==> src/rtl/keypad_code_lock.sv <==
// -----------------------------------------------------------------------------
// keypad_code_lock
//
// Digit-entry code lock fed by a matrix keypad scanner. Each key_valid pulse
// delivers one decoded key. Decimal digits shift into an entry register. A
// compares the entry with the stored code and drives the unlocked, err and
// lockout status outputs. C clears the entry. D/E/F are always ignored.
// One down-counter is shared by the timed states FAIL, UNLOCKED and LOCKOUT.
//
// Optional feature (compile-time macro KEYPAD_CODE_CHANGE_EN):
//   When defined, B while unlocked enters NEWCODE. A full-length entry
//   confirmed with A then replaces the stored code. When undefined, the code
//   is the constant INIT_CODE and B is ignored.
//
// Ports:
//   clk        in   system clock
//   rst_n      in   asynchronous active-low reset
//   key_valid  in   one-cycle strobe: key_code is a new press
//   key_code   in   [3:0] 0-9 digit, A enter, B change code, C clear
//   entry_val  out  [4*CODE_LEN-1:0] digits entered so far, right-aligned BCD
//   digit_cnt  out  [3:0] number of digits in entry_val
//   unlocked   out  high in UNLOCKED (and NEWCODE)
//   err        out  high in FAIL
//   lockout    out  high in LOCKOUT
// -----------------------------------------------------------------------------
module keypad_code_lock #(
  parameter int                    CODE_LEN       = 4,
  parameter logic [4*CODE_LEN-1:0] INIT_CODE      = 16'h1234,
  parameter int                    MAX_FAIL       = 3,
  parameter int                    ERR_CYCLES     = 50_000_000,
  parameter int                    UNLOCK_CYCLES  = 250_000_000,
  parameter int                    LOCKOUT_CYCLES = 500_000_000
) (
  input  logic                    clk,
  input  logic                    rst_n,
  input  logic                    key_valid,
  input  logic [3:0]              key_code,
  output logic [4*CODE_LEN-1:0]   entry_val,
  output logic [3:0]              digit_cnt,
  output logic                    unlocked,
  output logic                    err,
  output logic                    lockout
);

  localparam int EW    = 4 * CODE_LEN;
  localparam int T_AB  = (ERR_CYCLES > UNLOCK_CYCLES) ? ERR_CYCLES : UNLOCK_CYCLES;
  localparam int T_MAX = (T_AB > LOCKOUT_CYCLES) ? T_AB : LOCKOUT_CYCLES;
  // Timer counts from N-1 down to 0, so it only has to hold T_MAX-1.
  localparam int TW    = (T_MAX > 1) ? $clog2(T_MAX) : 1;
  localparam int FW    = $clog2(MAX_FAIL + 1);

  localparam logic [TW-1:0] ERR_LOAD     = TW'(ERR_CYCLES - 1);
  localparam logic [TW-1:0] UNLOCK_LOAD  = TW'(UNLOCK_CYCLES - 1);
  localparam logic [TW-1:0] LOCKOUT_LOAD = TW'(LOCKOUT_CYCLES - 1);
  localparam logic [3:0]    LEN4         = 4'(CODE_LEN);
  localparam logic [FW-1:0] MAXF         = FW'(MAX_FAIL);
  localparam logic [FW-1:0] MAXF_M1      = FW'(MAX_FAIL - 1);

  typedef enum logic [2:0] {
    S_LOCKED,
    S_FAIL,
    S_UNLOCKED,
    S_LOCKOUT,
    S_NEWCODE
  } state_t;

  state_t          state_q, state_d;
  logic [TW-1:0]   timer_q, timer_d;
  logic [EW-1:0]   entry_q, entry_d;
  logic [3:0]      cnt_q, cnt_d;
  logic [FW-1:0]   fail_q, fail_d;
  logic            unlocked_q, unlocked_d;
  logic            err_q, err_d;
  logic            lockout_q, lockout_d;
  logic [EW-1:0]   code_cur;
  logic [EW-1:0]   shifted;

  logic is_digit, is_enter, is_clear, timer_exp;

  assign is_digit  = key_valid && (key_code <= 4'd9);
  assign is_enter  = key_valid && (key_code == 4'hA);
  assign is_clear  = key_valid && (key_code == 4'hC);
  assign timer_exp = (timer_q == '0);

  // Entry with the new digit appended on the right; a one-digit code has
  // nothing to shift.
  generate
    if (CODE_LEN == 1) begin : g_shift_one
      assign shifted = key_code;
    end else begin : g_shift_many
      assign shifted = {entry_q[EW-5:0], key_code};
    end
  endgenerate

`ifdef KEYPAD_CODE_CHANGE_EN
  logic [EW-1:0] code_q, code_d;
  logic          is_change;
  assign is_change = key_valid && (key_code == 4'hB);
  assign code_cur  = code_q;
`else
  assign code_cur  = INIT_CODE;
`endif

  always_comb begin
    state_d = state_q;
    timer_d = timer_q;
    entry_d = entry_q;
    cnt_d   = cnt_q;
    fail_d  = fail_q;
`ifdef KEYPAD_CODE_CHANGE_EN
    code_d  = code_q;
`endif

    case (state_q)
      S_LOCKED: begin
        if (is_digit) begin
          // A full entry ignores further digits rather than scrolling.
          if (cnt_q != LEN4) begin
            entry_d = shifted;
            cnt_d   = cnt_q + 4'd1;
          end
        end else if (is_clear) begin
          entry_d = '0;
          cnt_d   = '0;
        end else if (is_enter) begin
          entry_d = '0;
          cnt_d   = '0;
          if ((cnt_q == LEN4) && (entry_q == code_cur)) begin
            state_d = S_UNLOCKED;
            timer_d = UNLOCK_LOAD;
            fail_d  = '0;
          end else if (fail_q == MAXF_M1) begin
            state_d = S_LOCKOUT;
            timer_d = LOCKOUT_LOAD;
            fail_d  = MAXF;
          end else begin
            state_d = S_FAIL;
            timer_d = ERR_LOAD;
            fail_d  = fail_q + FW'(1);
          end
        end
      end

      S_FAIL: begin
        if (timer_exp) state_d = S_LOCKED;
        else           timer_d = timer_q - TW'(1);
      end

      S_UNLOCKED: begin
        // Expiry takes priority: a key arriving on the last cycle is dropped.
        if (timer_exp) begin
          state_d = S_LOCKED;
        end else begin
          timer_d = timer_q - TW'(1);
          if (is_clear) begin
            state_d = S_LOCKED;
`ifdef KEYPAD_CODE_CHANGE_EN
          end else if (is_change) begin
            state_d = S_NEWCODE;
            entry_d = '0;
            cnt_d   = '0;
`endif
          end
        end
      end

      S_LOCKOUT: begin
        if (timer_exp) begin
          state_d = S_LOCKED;
          fail_d  = '0;
        end else begin
          timer_d = timer_q - TW'(1);
        end
      end

`ifdef KEYPAD_CODE_CHANGE_EN
      S_NEWCODE: begin
        if (is_digit) begin
          if (cnt_q != LEN4) begin
            entry_d = shifted;
            cnt_d   = cnt_q + 4'd1;
          end
        end else if (is_clear) begin
          entry_d = '0;
          cnt_d   = '0;
        end else if (is_enter) begin
          // A short entry is discarded and the old code stays in force.
          if (cnt_q == LEN4) code_d = entry_q;
          entry_d = '0;
          cnt_d   = '0;
          state_d = S_LOCKED;
        end
      end
`endif

      default: state_d = S_LOCKED;
    endcase

    unlocked_d = (state_d == S_UNLOCKED) || (state_d == S_NEWCODE);
    err_d      = (state_d == S_FAIL);
    lockout_d  = (state_d == S_LOCKOUT);
  end

  always_ff @(posedge clk or negedge rst_n) begin
    if (!rst_n) begin
      state_q    <= S_LOCKED;
      timer_q    <= '0;
      entry_q    <= '0;
      cnt_q      <= '0;
      fail_q     <= '0;
      unlocked_q <= 1'b0;
      err_q      <= 1'b0;
      lockout_q  <= 1'b0;
    end else begin
      state_q    <= state_d;
      timer_q    <= timer_d;
      entry_q    <= entry_d;
      cnt_q      <= cnt_d;
      fail_q     <= fail_d;
      unlocked_q <= unlocked_d;
      err_q      <= err_d;
      lockout_q  <= lockout_d;
    end
  end

`ifdef KEYPAD_CODE_CHANGE_EN
  always_ff @(posedge clk or negedge rst_n) begin
    if (!rst_n) code_q <= INIT_CODE;
    else        code_q <= code_d;
  end
`endif

  assign entry_val = entry_q;
  assign digit_cnt = cnt_q;
  assign unlocked  = unlocked_q;
  assign err       = err_q;
  assign lockout   = lockout_q;

endmodule

==> config.mk <==
export PLATFORM = sky130hd
export DESIGN_NAME = keypad_code_lock
export DESIGN_NICKNAME = d
export VERILOG_FILES = /design/src/rtl/keypad_code_lock.sv
export SDC_FILE = /design/constraint.sdc
export NUM_CORES = 1
export LEC_CHECK = 0
export CORE_ASPECT_RATIO = 1.25
export CORE_MARGIN = 8
export CORE_UTILIZATION = 48
export CTS_BUF_LIST = sky130_fd_sc_hd__clkbuf_8
export DETAILED_ROUTE_END_ITERATION = 10
export PLACE_DENSITY_LB_ADDON = 0.3
export SLEW_MARGIN = 20
export SYNTH_ARGS = -nofsm -noshare
export SYNTH_HDL_FRONTEND = slang
export SYNTH_SLANG_ARGS = --single-unit
==> constraint.sdc <==
create_clock -name clk -period 5.9 [get_ports clk]
set_input_delay 1.18 -clock clk [delete_from_list [all_inputs] [get_ports clk]]
set_output_delay 1.18 -clock clk [all_outputs]
set_load 0.02 [all_outputs]
# Word-level counts from Yosys, hierarchy flattened
# Cells that the tools add are included.
dict set report word_totals {
  reg_bits 57
  in_bits 7
  output_inout_bits 23
  word_cells 77
}
dict set report op_classes {
  add_sub_neg 3
  n_lt_le_gt_ge 1
  n_eq_ne 19
  mux 31
  reduce_logical 15
}
# op count
set ops {}
lappend ops {{29-bit two-way mux} 6}
lappend ops {{16-bit two-way mux} 4}
lappend ops {{29-bit case mux with 2 select lines} 1}
lappend ops {{29-bit zero test} 1}
lappend ops {{29-bit by 1-bit subtractor with 29-bit output, second input constant} 1}
lappend ops {{3-bit two-way mux} 6}
lappend ops {{16-bit by 13-bit == test with 1-bit output, second input constant} 1}
lappend ops {{2-bit two-way mux} 8}
lappend ops {{4-bit two-way mux} 4}
lappend ops {{3-bit by 2-bit == test with 1-bit output, second input constant} 4}
lappend ops {{2-bit inequality test, second input constant} 5}
lappend ops {{5-bit AND reduction} 2}
lappend ops {{3-bit case mux with 3 select lines} 1}
lappend ops {{4-bit == test, second input constant} 2}
lappend ops {{3-bit by 1-bit == test with 1-bit output, second input constant} 2}
lappend ops {{4-bit by 1-bit adder with 4-bit output, second input constant} 1}
lappend ops {{4-bit by 3-bit == test with 1-bit output, second input constant} 1}
lappend ops {{4-bit less-or-equal comparator, second input constant} 1}
lappend ops {{1-bit logical AND} 4}
lappend ops {{4-bit by 3-bit inequality test with 1-bit output, second input constant} 1}
lappend ops {{2-bit case mux with 2 select lines} 1}
lappend ops {{2-bit nonzero test} 2}
lappend ops {{3-bit == test, second input constant} 1}
lappend ops {{3-bit zero test} 1}
lappend ops {{other kinds (8)} 8}

# Longest topological paths before layout
# Gate-level depths: netlist of run 1.
dict set report depth {
  depth_word 9
  ltp_mapped 9
  mapped_depth_nobuf 9
}

# Worst setup path before layout of run 1
# Ideal clock, no wire load.
dict set report synth_timing {
  path_type {flip-flop to flip-flop}
  startpoint {register timer_q[9]}
  endpoint {register timer_q[25]}
  setup_ns 0.126
  t_arrival_ns 2.283
  required_ns 5.774
  setup_slack_ns 3.492
  stages_incl_launch_ff 7
  n_path_buf 0
  synth_period_minus_slack_ns 2.408
  path_cell_list {dfrtp_1 or4_4 or4b_4 or3_1 o21ai_1 mux2i_1 a221o_1}
}
dict set report synth_between {
  elab_chain_len 3
  word_cells_on_any_way 6
  classes_between {add/sub (1); eq/ne (1); mux (2); reduce/logical (2)}
}
# item line_no
set synth_rtl {}
lappend synth_rtl {{start: declaration} 68} ;# logic [TW-1:0] timer_q, timer_d;
lappend synth_rtl {{start signal: assignment} 216} ;# timer_q <= timer_d;
lappend synth_rtl {{29-bit by 1-bit subtractor with 29-bit output or 29-bit zero test (tied branches)} --}
lappend synth_rtl {{29-bit two-way mux or 2-bit inequality test (tied branches)} --}
lappend synth_rtl {{29-bit case mux with 2 select lines or 5-bit AND reduction (tied branches)} --}
# Parallel ways exist; a longest one is shown, timed or not. The select of a mux whose other input is x is not followed.
# A chain may end at the register's enable or synchronous reset.

# Final worst setup path of run 1
dict set report layout_timing {
  startpoint {register timer_q[0]}
  endpoint {register timer_q[26]}
}
# Same word-level chain as after synthesis.

==> summary.txt, run 1 <==
Drt
  – Avg WL per Cell: 17.39 um
  – DR top layer: met4
  – Met3 wire length: around 370 um
  – Final wirelength: 7.043 mm
  – DRC errors left: 0
  – Post-route ant nets: 0
  – Drt first pass iters: 4
  – Vias per std cell: 6.081
  – WL met2: 3.436 mm
  – Drt first-iter violations: between 200 and 250
  – Vias: about 2500
  – Metal-1 WL: 3.128 mm

STA
  – Period utilization: 52.41%
  – RSZ-0062 raised after global routing: no
  – Tmin final: 3.092 ns
  – Worst Tran Pin Value: 0.7652 ns
  – Worst slew margin: 48.93%
  – Final TNS setup: 0 ns
  – Setup violators final: 0
  – Max-slew violations: 0
  – Max frequency: 323.4 MHz
  – Clock Skew: approximately 0.0098 ns
  – Final hold violation count: 0

Placed design
  – Input/output buffers: 29
  – Final GP Congestion: 0.7911
  – Post-DP HPWL: 4.813 mm

Finish
  – Layout cells sized above 1: a little under a tenth
  – Util after Layout: 60.62%
  – ANT cells: 0
  – NumNets Final: between 300 and 400
  – Fill cell count: 498
  – Syn-to-layout area delta: 21.14%

Synth
  – Synth Instances: 302
  – FFs w/ async S/R, synth: 100.0%
  – Register bit total from synthesis: 57
  – Syn Nets: 313
  – Post-synth top area share: 48.99%
  – Dominant cell type by area after synthesis: dfrtp_1
  – Post-Syn Area: 2912 um2
  – Synth unique cells: 51
  – Mean Syn Cell Area: 9.641 um2
  – Ys Warns: 0
  – Area contributors post-synth: dfrtp_1 (49%), a22o_1 (5.4%), nor2_1 (5.4%), o21ai_0 (3.3%), a21oi_1 (3.1%)
  – Post-synthesis sequential area ratio: 48.99%
  – EDFF count, synth: 0
  – Synth Flop Type: dfrtp_1

Clock tree
  – Clk Latency, worst-skew pair: 0.34 ns
  – CTS H-tree depth: 3
  – CTS Buffer Depth: 2
  – Clk sinks: 57
  – Post-CTS setup buffer count: 0
  – Hold_buf cts: 0
  – TritonCTS clock tree: done
  – CTS Root Cell: clkbuf_8
  – Num CTS Buffers: 9
  – Post-CTS Resized: 0
  – Worst-path clk slew: 0.07 ns

Die
  – Num rows: 31
  – Starting Density: between 50% and 60%
  – Die W: approximately 86 um
  – Core area: 5818 um2
  – Die height: roughly 100 um
  – Number of I/O pins: 30
  – Die area: 8829 um2

Global routing
  – Largest net degree at the start of global routing: 58
  – Vias in the first global route: 2430
  – First-pass GRT wire length: 11.93 mm
  – Initial antenna violation count: 0
  – Gr usage total: 17.31%
  – Congestion Overflow GR: 0

Critical path
  – Reg-to-reg endpoint: timer_q[26]
  – CP Max Fanout: 15
  – R2R cell count: 8
  – Reg-to-reg setup timing slack: about 2.8 ns
  – Crit path launch type: flip-flop
  – Critical path data required time: a little over 6 ns
  – CP endpoint kind: flip-flop
  – CP Cell Sequence: inv_1, ha_1, nor4b_1, nand2_1, o31ai_4, nand2_1, a21oi_1, a211oi_2
  – Worst reg2reg startpoint: timer_q[0]
  – Crit path kind: flip-flop to flip-flop
  – Worst setup path start: timer_q[0]
  – CP max stage cell: o31ai_4
  – Most common cell on crit path: nand2_1
  – Critical Path AT: 3.29 ns
  – CP max stage delay: 0.70 ns
  – Crit path capture: timer_q[26]

Status
  – Status: finished, final reports clean

Power and ir drop
  – VDD IR-drop max: 0.0002691 V
  – Pleak: 1.419 nW
  – P per Cell Area: 385.2 nW/um2

Min path
  – Min-delay worst type: flip-flop to flip-flop

Run
  – Max Cap Viol: 0
kinds of logic (layout without fill, tap and decap cells):
group	after synthesis	count (layout)	share of synthesized area [%]
xor gates and xnor gates	8	8	2.407
adders and majority gates	5	5	2.063
other	1	1	0.1288
DFF	57	57	48.99
buffers and inverters	20	57	3.008
muxes	2	2	0.7305
AOI/OAI and AO/OA	86	86	21.44
and+or+nand+nor	123	123	21.23
layout by cell type (no fill, tap or decap), types with 2 or more instances in the layout:
cell and n:
dfrtp_1 57, nor2_1 41, clkdlybuf4s50_1 28, nand2_1 24, o21ai_0 19, a22o_1 18, a21oi_1 18, nor3_1 14
clkbuf_8 11, inv_1 9, nor4_1 9, nand3_1 8, xnor2_1 6, nor4b_1 4, or3_1 4, a31oi_1 4
o21ai_1 4, ha_1 4, bufinv_16 4, nand4_1 3, o21a_1 3, and3_1 3, a311oi_1 3, buf_4 3
nand3b_1 2, nand4b_1 2, a41oi_1 2, or4_1 2, xor2_1 2, o2bb2ai_1 2, o22a_1 2, o31ai_1 2
Yosys cell counts (all sizes together) (6+ instances only):
master / instances
a21oi: 19
a22o: 18
clkbuf: 8
dfrtp: 57
inv: 9
nand2: 24
nand3: 8
nor2: 43
nor3: 14
nor4: 9
o21ai: 23
xnor2: 6
critical path: cells and delay by family, from the launching register on:
family / cells / cell delay [ns]
flops: 1 / 0.39
buf+inv: 1 / 0.10
compound gates: 3 / 1.00
simple gates: 3 / 1.25
fa+ha+maj: 1 / 0.22
routing by layer:
| metal | track usage (%) | vias to the layer above |
|---|---|---|
| met5 | 0 | - |
| met4 | 6.892 | 0 |
| met3 | 4.864 | 10 |
| met2 | 29.13 | 56 |
| met1 | 20.46 | 1215 |
| li1 | - | 1182 |
state kept, by name (all words and copies together) (netlist names):
signal and cells:
lockout 1, fail_q 2, digit_cnt 4, state_q 3
timer_q 29, unlocked 1, entry_val 16, err 1
through the flow:
step           setup WS (ns)  cells  area (um2)  total power, W  hold slack (ns)
3_5_place_dp           2.525    389        3251       0.0008594           0.4730
5_1_grt                2.523    405        3527        0.001429           0.5156
4_1_cts                2.813    405        3527        0.001367           0.4901
6_report               2.808    405        3527        0.001359           0.4832
3_3_place_gp           2.500    389        3248       0.0008500           0.4637
2_1_floorplan          3.492    302        2912       0.0007237           0.4498
power breakdown:
group          leakage, nW  internal, W  switching (W)
Clock                0.140     0.000346       0.000161
Combinational        0.584     0.000146       0.000145
Sequential           0.695     0.000466      0.0000945
Total                 1.42     0.000958       0.000400
worst min-delay path by stage:
| stage | start | end | slack [ns] | cells after the start |
|---|---|---|---|---|
| floorplan | fail_q[0] | fail_q[0] | 0.45 | 2 |
| global placement | fail_q[0] | fail_q[0] | 0.46 | 2 |
| detailed placement | fail_q[0] | fail_q[0] | 0.47 | 2 |
| CTS | fail_q[0] | fail_q[0] | 0.49 | 2 |
| global route | timer_q[24] | timer_q[24] | 0.52 | 1 |
| finish | fail_q[0] | fail_q[0] | 0.48 | 2 |
layout make-up:
class	count	area [um2]	area share [%]
sequential	57	1426	40.44
multi-input combinational	225	1400	39.69
timing repair buffer	32	307.8	8.727
clock buffer	11	151.4	4.292
clock inverter	5	125.1	3.547
tap	66	82.58	2.341
inverter	9	33.78	0.9578
Power figures use the tool's default switching activity.
==> run 2: changes to the inputs <==
clock period = 2.9 ns   (was 5.9 ns; I/O delays follow)
==> summary.txt, run 2 (same netlist as run 1, synthesis figures left out) <==
Drt
  – Drt first pass iters: 4
  – Metal-1 WL: 2.954 mm
  – Drt first-iter violations: 85
  – Vias per std cell: between 6 and 7
  – DR top layer: met4
  – Avg WL per Cell: 16.94 um
  – DRC errors left: 0
  – WL met2: roughly 3.6 mm
  – Met3 wire length: 464 um
  – Vias: 2547
  – Final wirelength: around 7.1 mm
  – Post-route ant nets: 0

Min path
  – Min-delay worst type: input port to asynchronous set/reset pin

Global routing
  – Congestion Overflow GR: 0
  – Initial antenna violation count: 0
  – Largest net degree at the start of global routing: 28
  – Vias in the first global route: 2461
  – First-pass GRT wire length: 11.91 mm
  – Gr usage total: 17.23%

Critical path
  – Worst reg2reg startpoint: timer_q[0]
  – CP max stage cell: nor4b_1
  – CP Cell Sequence: inv_1, ha_1, nor4b_1, nand2_1, o31a_1, nor2_4, nor2_1, o22a_1
  – Reg-to-reg endpoint: timer_q[18]
  – Crit path kind: flip-flop to flip-flop
  – Reg-to-reg setup timing slack: approximately 0.28 ns
  – Crit path launch type: flip-flop
  – Critical Path AT: 2.84 ns
  – R2R cell count: 8
  – CP endpoint kind: flip-flop
  – CP max stage delay: 0.49 ns
  – Critical path data required time: 3.12 ns
  – CP Max Fanout: 16

STA
  – Clock Skew: about 0.01 ns
  – Final TNS setup: 0 ns
  – Worst slew margin: 56.42%
  – Setup violators final: 0
  – Period utilization: 90.34%
  – Tmin final: 2.620 ns
  – Final hold violation count: 0
  – RSZ-0062 raised after global routing: no
  – Worst Tran Pin Value: 0.6469 ns
  – Max-slew violations: 0
  – Hold Slack: 0.1374 ns
  – Max frequency: 381.7 MHz

Finish
  – Commonest non-fill, non-tap cell in the layout: dfrtp_1
  – Syn-to-layout area delta: 22.43%
  – Area of the multi-input gates: 1398 um2
  – Fill cell count: 507
  – NumNets Final: 357
  – Max FFs per register: 29
  – Most frequent cells in the layout: dfrtp_1 (57), nor2_1 (42), clkdlybuf4s50_1 (28), nand2_1 (24), o21ai_0 (19)
  – ANT cells: 0
  – Register area: 1426 um2
  – Layout cells sized above 1: between 10% and 20%
  – Biggest register: timer_q

Power and ir drop
  – P per Cell Area: 726.1 nW/um2
  – Sw frac: between 30% and 40%
  – P_sw: 0.0008476 W
  – VDD IR-drop max: about 0.00033 V
  – Sequential Power Share: 44.2%
  – Combinational fraction of design power: 23.1%
  – Clock network fraction of total power: 32.7%
  – Pleak: ~1.4 nW
  – Cell internal pwr: between 0.0015 and 0.002 W

Die
  – Num rows: 31
  – Starting Density: 50.04%
  – Die height: 103.1 um
  – Die W: 85.66 um
  – Core area: 5818 um2
  – Number of I/O pins: 30
  – Die area: 8829 um2

Status
  – Status: finished, final reports clean

Clock tree
  – Worst-path clk slew: around 0.080 ns
  – TritonCTS clock tree: done
  – CTS H-tree depth: 3
  – Post-CTS setup buffer count: 0
  – Clk Latency, worst-skew pair: 0.34 ns
  – Hold_buf cts: 0
  – Num CTS Buffers: 9
  – CTS Buffer Depth: 2
  – Post-CTS Resized: 0
  – Clk sinks: 57
  – CTS Root Cell: clkbuf_8

Placed design
  – Final GP Congestion: 0.9268
  – Post-DP HPWL: 5.142 mm
  – Input/output buffers: 29

Run
  – Max Cap Viol: 0
==> run 2: changes by cell type in the layout (fill, tap and decap cells not counted), moves of 2 or more <==
cell       delta
buf_4        +12
bufinv_16     -2
clkbuf_8      -2
clkinv_4      +3
==> run 2: cell type report <==
class / instances / share of cell area [%]
inverters: 9 / 0.9477
well taps: 66 / 2.317
flip-flops and latches: 57 / 40.01
clock inverters: 7 / 2.878
repair buffers: 44 / 11.16
multi-input cells: 225 / 39.21
clock buffers: 9 / 3.475
==> run 2: worst max-delay path: cells and delay by family, from the launching register on <==
kind / cells / cell delay, ns
compound gates: 2 / 0.62
fa+ha+maj: 1 / 0.20
buf+inv: 1 / 0.10
flops: 1 / 0.40
simple gates: 4 / 1.18
==> run 2: worst max path at each step <==
| stage | startpoint | to | slack, ns |
|---|---|---|---|
| 3_3_place_gp | timer_q[9] | timer_q[17] | 0.39 |
| 3_5_place_dp | timer_q[0] | timer_q[17] | 0.30 |
| 5_1_grt | timer_q[0] | timer_q[17] | 0.04 |
| 6_report | timer_q[0] | timer_q[18] | 0.28 |
| 2_1_floorplan | timer_q[9] | timer_q[25] | 0.49 |
| 4_1_cts | timer_q[0] | timer_q[18] | 0.29 |
==> run 2: layer usage <==
layer	track usage, %	vias up
met1	20.37	1270
met5	0	-
li1	-	1203
met4	6.622	0
met3	5.024	5
met2	28.95	69
==> run 2: per-stage QoR <==
step | util, % | power [W] | area [um2] | setup slack (ns) | cells
3_5_place_dp | 57.38 | 0.001757 | 3338 | 0.2965 | 401
4_1_cts | 61.27 | 0.002602 | 3565 | 0.2926 | 417
2_1_floorplan | - | 0.001472 | 2912 | 0.4915 | 302
5_1_grt | 61.27 | 0.002735 | 3565 | 0.03507 | 417
6_report | 61.27 | 0.002588 | 3565 | 0.2802 | 417
3_3_place_gp | 57.38 | 0.001732 | 3338 | 0.3872 | 401
==> run 2: power groups by stage <==
| stage | Clock, W | Combinational (W) | Sequential [W] |
|---|---|---|---|
| floorplan | 0 | 0.000273 | 0.00120 |
| global placement | 0 | 0.000589 | 0.00114 |
| detailed placement | 0 | 0.000607 | 0.00115 |
| CTS | 0.000856 | 0.000607 | 0.00114 |
| global route | 0.000904 | 0.000664 | 0.00117 |
| finish | 0.000846 | 0.000598 | 0.00114 |
==> run 3: changes to the inputs <==
REMOVE_ABC_BUFFERS = 1   (was not set)
==> summary.txt, run 3 (same netlist as run 1, synthesis figures left out) <==
Clock tree
  – CTS H-tree depth: 3
  – Post-CTS Resized: 0
  – Post-CTS setup buffer count: 0
  – Clk sinks: 57
  – Num CTS Buffers: 9
  – TritonCTS clock tree: done
  – Hold_buf cts: 0
  – CTS Root Cell: clkbuf_8
  – Worst-path clk slew: approximately 0.070 ns
  – Clk Latency, worst-skew pair: 0.34 ns
  – CTS Buffer Depth: 2

Finish
  – Biggest register: timer_q
  – Layout cells sized above 1: 11.46%
  – Most frequent cells in the layout: dfrtp_1 (57), nor2_1 (42), clkdlybuf4s50_1 (28), nand2_1 (24), o21ai_0 (19)
  – Commonest non-fill, non-tap cell in the layout: dfrtp_1
  – NumNets Final: between 300 and 400
  – Syn-to-layout area delta: 22.00%
  – ANT cells: 0
  – Max FFs per register: 29
  – Fin area: 3552 um2
  – Cell Count, Final, Fillers Out: 415

Placed design
  – Post-Place Cell Area: between 3000 and 4000 um2
  – Input/output buffers: 29
  – # placed instances: 399
  – Final GP Congestion: 0.8957
  – Post-DP HPWL: 5.007 mm

STA
  – Max frequency: 388.4 MHz
  – Worst slew margin: 51.77%
  – Clock Skew: 0.007520 ns
  – Hold Slack: 0.3679 ns
  – RSZ-0062 raised after global routing: no
  – Final TNS setup: 0 ns
  – Final hold violation count: 0
  – Max-slew violations: 0
  – Tmin final: 2.575 ns
  – Period utilization: 88.78%
  – Setup violators final: 0
  – Worst Tran Pin Value: about 0.72 ns

Global routing
  – Congestion Overflow GR: 0
  – Largest net degree at the start of global routing: 58
  – Gr usage total: 17.39%
  – Initial antenna violation count: 0
  – Vias in the first global route: 2560
  – First-pass GRT wire length: 12.08 mm

Drt
  – Drt first pass iters: 4
  – Vias: 2530
  – Avg WL per Cell: 16.85 um
  – Vias per std cell: 6.096
  – Drt first-iter violations: 178
  – Final wirelength: 6.992 mm
  – DRC errors left: 0
  – Post-route ant nets: 0

Status
  – Status: finished, final reports clean

Critical path
  – Worst setup path start: timer_q[9]
  – R2R cell count: 7
  – Crit path capture: timer_q[17]
  – Worst reg2reg startpoint: timer_q[9]
  – CP Max Fanout: 10
  – Crit path kind: flip-flop to flip-flop
  – Reg-to-reg endpoint: timer_q[17]
  – Critical Path AT: 2.81 ns
  – CP endpoint kind: flip-flop
  – Reg-to-reg setup timing slack: between 0.3 and 0.4 ns
  – Crit path launch type: flip-flop
  – Critical path data required time: 3.14 ns

Die
  – Starting Density: roughly half
  – Core area: ~5800 um2
  – Number of I/O pins: 30
  – Die area: 8829 um2
  – Die height: 103.1 um
  – Die W: 85.66 um
  – Num rows: 31

Power and ir drop
  – VDD IR-drop max: 0.0005205 V
  – Tot Pwr: 0.002578 W
  – Pleak: 1.444 nW
  – P per Cell Area: 725.8 nW/um2

Min path
  – Min-delay worst type: input port to asynchronous set/reset pin

Run
  – Max Cap Viol: 0
run 3: cell count changes in the layout (fill, tap and decap cells not counted):
cell      delta
clkbuf_8     +2
buf_4        -2
clkinv_2     +2
inv_6        -1
clkinv_4     -3
run 3: final cells by class:
| cell class | count | area, um2 |
|---|---|---|
| fill | 509 | 2266 |
| sequential | 57 | 1426 |
| multi-input combinational | 225 | 1398 |
| timing repair buffer | 42 | 382.9 |
| clock buffer | 11 | 151.4 |
| tap | 66 | 82.58 |
| clock inverter | 5 | 77.57 |
| inverter | 9 | 33.78 |
run 3: metal layers:
metal / global-route usage (%) / up-vias / part of all wire [%]
met5: 0 / - / 0
met4: 8.378 / 0 / 1.3
met3: 5.423 / 8 / 6.2
met2: 29.96 / 62 / 50
met1: 19.11 / 1253 / 42
li1: - / 1207 / -
run 3: metrics by stage:
| stage | utilization [%] | setup WS, ns |
|---|---|---|
| 2_1_floorplan | - | 0.3972 |
| 3_3_place_gp | 57.12 | 0.4156 |
| 3_5_place_dp | 57.12 | 0.3095 |
| 4_1_cts | 61.05 | 0.3327 |
| 5_1_grt | 61.05 | 0.1256 |
| 6_report | 61.05 | 0.3253 |
run 3: how the worst min path moves through the flow:
stage / start / end / slack (ns) / cells past startpoint
2_1_floorplan: rst_n / digit_cnt[0] / 0.28 / 0
3_3_place_gp: fail_q[0] / fail_q[0] / 0.46 / 2
4_1_cts: rst_n / digit_cnt[2] / 0.39 / 2
6_report: rst_n / digit_cnt[2] / 0.37 / 2
3_5_place_dp: fail_q[0] / fail_q[0] / 0.48 / 2
5_1_grt: rst_n / digit_cnt[2] / 0.43 / 2
run 3: worst max-delay path: stages (launching register included):
cell,delay (ns)
dfrtp_1,0.44
or4_4,0.55
or4b_4,0.54
o31a_1,0.32
buf_4,0.20
o31ai_1,0.08
a21oi_1,0.10
a311oi_1,0.26
run 3: power breakdown:
group | internal [W] | switching (W) | leakage [nW]
Clock | 0.000527 | 0.000312 | 0.115
Combinational | 0.000301 | 0.000297 | 0.634
Sequential | 0.000949 | 0.000192 | 0.695
